--- src/rtl/aes_hmac_frame_collector.sv ---
// aes_hmac_frame_collector
// Reassembles the byte-serial AES/HMAC result stream into parallel records.
// A frame is 16 cipher bytes, a short idle gap, then 32 tag bytes, each burst
// least-significant byte first. Completed frames are presented through a
// single holding register with a valid/ready handshake. The producer cannot
// be stalled, so malformed bursts are dropped with an error pulse, and frames
// that find the holding register full are dropped and flagged as overflow.
module aes_hmac_frame_collector #(
  parameter int MAX_GAP = 4
) (
  input  logic         clk,
  input  logic         rst_n,
  input  logic [7:0]   i_data,
  input  logic         i_valid,
  input  logic         i_clr,
  input  logic         i_ready,
  output logic         o_valid,
  output logic [127:0] o_cipher,
  output logic [255:0] o_tag,
  output logic         o_err,
  output logic         o_overflow
);

  localparam logic [1:0] S_CIPHER = 2'd0;
  localparam logic [1:0] S_GAP    = 2'd1;
  localparam logic [1:0] S_TAG    = 2'd2;

  // Gap counter must be able to hold MAX_GAP; one extra code keeps it safe.
  localparam int GW = $clog2(MAX_GAP + 2);

  logic [1:0]    state_reg, state_next;
  logic [4:0]    idx_reg, idx_next;
  logic [GW-1:0] gap_reg, gap_next;
  logic [127:0]  asm_cipher_reg, asm_cipher_next;
  logic [255:0]  asm_tag_reg, asm_tag_next;
  logic [127:0]  hold_cipher_reg, hold_cipher_next;
  logic [255:0]  hold_tag_reg, hold_tag_next;
  logic          hold_valid_reg, hold_valid_next;
  logic          err_reg, err_next;
  logic          ovf_reg, ovf_next;

  logic          byte_in;
  logic          cipher_we;
  logic          tag_we;
  logic          frame_done;
  logic          load;

  // A clear in the same cycle as a byte wins: the byte is simply ignored.
  assign byte_in   = i_valid & ~i_clr;
  assign cipher_we = byte_in && (state_reg == S_CIPHER);
  // In S_GAP idx is held at 0, so the first tag byte lands in lane 0.
  assign tag_we    = byte_in && ((state_reg == S_GAP) || (state_reg == S_TAG));

  // The final tag byte completes the frame on the same edge it is captured.
  assign frame_done = byte_in && (state_reg == S_TAG) && (idx_reg == 5'd31);
  // Holding register is free if empty or being emptied this very cycle.
  assign load       = frame_done && (!hold_valid_reg || i_ready);

  // Per-byte lane write enables for the assembly registers.
  genvar gi;
  generate
    for (gi = 0; gi < 16; gi++) begin : g_cipher_lane
      assign asm_cipher_next[8*gi +: 8] =
        (cipher_we && (idx_reg == 5'(gi))) ? i_data : asm_cipher_reg[8*gi +: 8];
    end
    for (gi = 0; gi < 32; gi++) begin : g_tag_lane
      assign asm_tag_next[8*gi +: 8] =
        (tag_we && (idx_reg == 5'(gi))) ? i_data : asm_tag_reg[8*gi +: 8];
    end
  endgenerate

  // Burst framing FSM: byte index, gap timing and malformed-frame detection.
  always_comb begin
    state_next = state_reg;
    idx_next   = idx_reg;
    gap_next   = gap_reg;
    err_next   = 1'b0;
    if (i_clr) begin
      state_next = S_CIPHER;
      idx_next   = 5'd0;
      gap_next   = '0;
    end else begin
      case (state_reg)
        S_CIPHER: begin
          if (i_valid) begin
            if (idx_reg == 5'd15) begin
              state_next = S_GAP;
              idx_next   = 5'd0;
              gap_next   = '0;
            end else begin
              idx_next = idx_reg + 5'd1;
            end
          end else if (idx_reg != 5'd0) begin
            // Cipher burst broke off early.
            err_next = 1'b1;
            idx_next = 5'd0;
          end
        end
        S_GAP: begin
          if (i_valid) begin
            state_next = S_TAG;
            idx_next   = 5'd1;
          end else if (gap_reg == GW'(MAX_GAP)) begin
            // This idle cycle would be one more than MAX_GAP allows.
            err_next   = 1'b1;
            state_next = S_CIPHER;
            idx_next   = 5'd0;
            gap_next   = '0;
          end else begin
            gap_next = gap_reg + 1'b1;
          end
        end
        S_TAG: begin
          if (i_valid) begin
            if (idx_reg == 5'd31) begin
              state_next = S_CIPHER;
              idx_next   = 5'd0;
            end else begin
              idx_next = idx_reg + 5'd1;
            end
          end else begin
            // Tag burst broke off early.
            err_next   = 1'b1;
            state_next = S_CIPHER;
            idx_next   = 5'd0;
          end
        end
        default: begin
          state_next = S_CIPHER;
          idx_next   = 5'd0;
          gap_next   = '0;
        end
      endcase
    end
  end

  // Holding register, output handshake and sticky overflow flag.
  always_comb begin
    hold_cipher_next = hold_cipher_reg;
    hold_tag_next    = hold_tag_reg;
    hold_valid_next  = hold_valid_reg;
    ovf_next         = ovf_reg;
    if (load) begin
      hold_cipher_next = asm_cipher_reg;
      // asm_tag_next already contains byte 31 captured this cycle.
      hold_tag_next    = asm_tag_next;
      hold_valid_next  = 1'b1;
    end else if (hold_valid_reg && i_ready) begin
      hold_valid_next = 1'b0;
    end
    if (i_clr) begin
      ovf_next = 1'b0;
    end else if (frame_done && !load) begin
      ovf_next = 1'b1;
    end
  end

  // State registers with asynchronous active-low reset.
  always_ff @(posedge clk or negedge rst_n) begin
    if (!rst_n) begin
      state_reg       <= S_CIPHER;
      idx_reg         <= 5'd0;
      gap_reg         <= '0;
      asm_cipher_reg  <= '0;
      asm_tag_reg     <= '0;
      hold_cipher_reg <= '0;
      hold_tag_reg    <= '0;
      hold_valid_reg  <= 1'b0;
      err_reg         <= 1'b0;
      ovf_reg         <= 1'b0;
    end else begin
      state_reg       <= state_next;
      idx_reg         <= idx_next;
      gap_reg         <= gap_next;
      asm_cipher_reg  <= asm_cipher_next;
      asm_tag_reg     <= asm_tag_next;
      hold_cipher_reg <= hold_cipher_next;
      hold_tag_reg    <= hold_tag_next;
      hold_valid_reg  <= hold_valid_next;
      err_reg         <= err_next;
      ovf_reg         <= ovf_next;
    end
  end

  assign o_valid    = hold_valid_reg;
  assign o_cipher   = hold_cipher_reg;
  assign o_tag      = hold_tag_reg;
  assign o_err      = err_reg;
  assign o_overflow = ovf_reg;

endmodule

--- config.mk ---
export PLATFORM = sky130hd
export DESIGN_NAME = aes_hmac_frame_collector
export DESIGN_NICKNAME = d
export VERILOG_FILES = /design/src/rtl/aes_hmac_frame_collector.sv
export SDC_FILE = /design/constraint.sdc
export NUM_CORES = 1
export LEC_CHECK = 0
export CAP_MARGIN = 20
export CORE_MARGIN = 2
export CORE_UTILIZATION = 38
export DETAILED_ROUTE_END_ITERATION = 12
export DONT_BUFFER_PORTS = 1
export PLACE_DENSITY_LB_ADDON = 0.08
export SYNTH_ARGS = -nofsm -noshare
export SYNTH_HDL_FRONTEND = slang
export SYNTH_SLANG_ARGS = --single-unit
--- constraint.sdc ---
create_clock -name clk -period 2.7 [get_ports clk]
set_input_delay 0.27 -clock clk [delete_from_list [all_inputs] [get_ports clk]]
set_output_delay 0.27 -clock clk [all_outputs]
set_load 0.03 [all_outputs]
==> metrics.txt <==
Crit Path Max Fanout 30; Final Hold Vio Count 176; share of cells above drive strength 1 51.4%; IO Port Bufs 0; CP Data Required Time 3210 ps; pin count of the biggest net entering global routing 782; Worst Tran Pin Value 1130 ps; number of synthesized flops with an enable pin 0; Data arrival, critical path 3040 ps; hold_ws -185 ps; clock sink count 781; register area 19500 um2; setup violators final 0; clk root buf clkbuf_16; Syn Std Cell Area 30300 um2; clock period minus worst slack 2520 ps; 1st-pass router iterations 4; worst vdd ir 0.000458 V; gr ovfl total 0; sum of negative setup slack 0 ps; leakage 17.9 nW; cts bufs inserted 88; routed wire length 77.3 mm; status finished with violations; total die area 82100 um2; wire per inst 25.9 um; Antenna Violating Nets Remaining 0; RD Place Congestion 0.766; Setup Skew 27.9 ps; clk_lat worst skew 640 ps; commonest non-fill, non-tap cell in the layout dfrtp_1; Layout area overhead 16.1%; drt initial violations 856; most frequent cells in the layout dfrtp_1, mux2_2, mux2_4, clkbuf_16, nand2_1; prevailing post-synth register cell dfrtp_1; max-slew violations 0; sequential fraction of the synthesis area 64.4%; Post-DP HPWL 44.7 mm; Max Clock Freq 0.396 GHz; post-synth net total 1839; total number of vias 15200; Synth Register Bits 781; Syn. warnings 0; Mean Syn Cell Area 16.7 um2; Max clock buf depth 3; Cell Rows 103; Power per Cell Area 718 nW/um2; Hold/Removal Path Class input pin to async pin; Initial Util 38.4%; initial antenna violation count 2; DRC 0; final instance area 35200 um2; IO Pins 400; Tcrit/Tclk final 93.4%; crit start category register; Post-synth ARST share 100%; RSZ-0062 raised after global routing no; core area 79000 um2; vias in the first global route 16300; CTS tree yes; first-pass GRT wire length 115 mm; Reg clk slew, reported paths 60 ps; failing checks hold timing; Mapped Cells 1813; post-CTS resize count 0; area post-placement 31600 um2; Synth cell types 51; maxcap violations 0; Slew headroom 24.4%; Avg Vias per Cell 5.08; total track usage 18.9%; post-CTS setup buffer count 0; Layout Nets 1888; Worst Setup End Kind register; utilization after layout 44.6%; fill count 6920; H-tree levels 3; cts hold-fix bufs 13; footprint of the multi-input gates 10200 um2; Power, Total 25.3 mW; Die H 287 um; Crit Path Class register to register; die width 287 um
## synth_stat cells (all sizes together) (2+ instances only)
master	n	area [um2]
a22oi	2	15.0
o21ai	7	35.0
nand2	38	153
a21o	2	15.0
and2b	2	15.0
ha	13	163
inv	9	33.8
nand2b	3	18.8
nor2	13	58.8
a21oi	2	10.0
a22o	2	17.5
and2	4	25.0
and3	5	31.3
clkbuf	44	165
nor2b	5	31.3
o21bai	2	15.0
dfrtp	781	19500
a31oi	8	50.1
buf	61	362
nor3b	2	15.0
nand3	36	453
mux2	754	8940
## through the flow
step | hold slack (ps) | worst slack (ps) | instances
floorplan | -25.6 | 119 | 1813
global placement | -5.54 | 266 | 2801
detailed placement | -3.83 | 176 | 2801
CTS | -696 | 170 | 2975
global route | -157 | 14.4 | 2983
finish | -185 | 178 | 2984
## metal layers
metal	part of all wire (%)	GRT usage, %	wire length (um)
met3	8.2	7.22	6330
met2	49	31.1	37600
met4	1.9	4.46	1460
met1	41	23.5	31900
met5	0	0	0
## critical path, cell delays in order, from the launching register on
cell     delay, ps
dfrtp_1        400
ha_1           190
and3_1         210
ha_1           180
nand3_1        110
nor3_2         350
buf_12         290
buf_12         240
mux2_2         360
## kinds of logic after synthesis
family / share of synthesized area [%]
flops: 64.4
mux: 29.5
simple gates: 2.91
buf+inv: 1.85
compound gates: 0.751
fa+ha+maj: 0.536
xor+xnor: 0.0289
## layout make-up
class                           count  area share [%]
Antenna cell                        1         0.00711
Sequential cell                   781            55.5
Timing Repair Buffer               64            2.75
Inverter                            9          0.0960
Multi-Input combinational cell    918            29.1
Clock buffer                      126            7.38
Tap cell                         1050            3.73
Clock inverter                     35            1.46
## worst paths after layout
| kind | startpoint | endpoint | slack, ps | cells past startpoint |
|---|---|---|---|---|
| max | idx_reg[1] | o_tag[212] | 180 | 8 |
| min in group clk | i_valid | state_reg[0] | 70 | 3 |
| max reg2reg | idx_reg[1] | o_tag[212] | 180 | 8 |
| min reg2reg | asm_tag_reg[53] | asm_tag_reg[53] | 470 | 2 |
| min | rst_n | o_cipher[12] | -190 | 2 |
| max in group asynchronous | rst_n | asm_tag_reg[116] | 450 | 4 |
## power breakdown
group | internal (mW) | switching (mW)
Sequential | 11.8 | 0.0612
Combinational | 0.199 | 0.496
Clock | 7.77 | 4.92
Total | 19.8 | 5.48
Note: power is estimated with default switching activity, not from simulation.
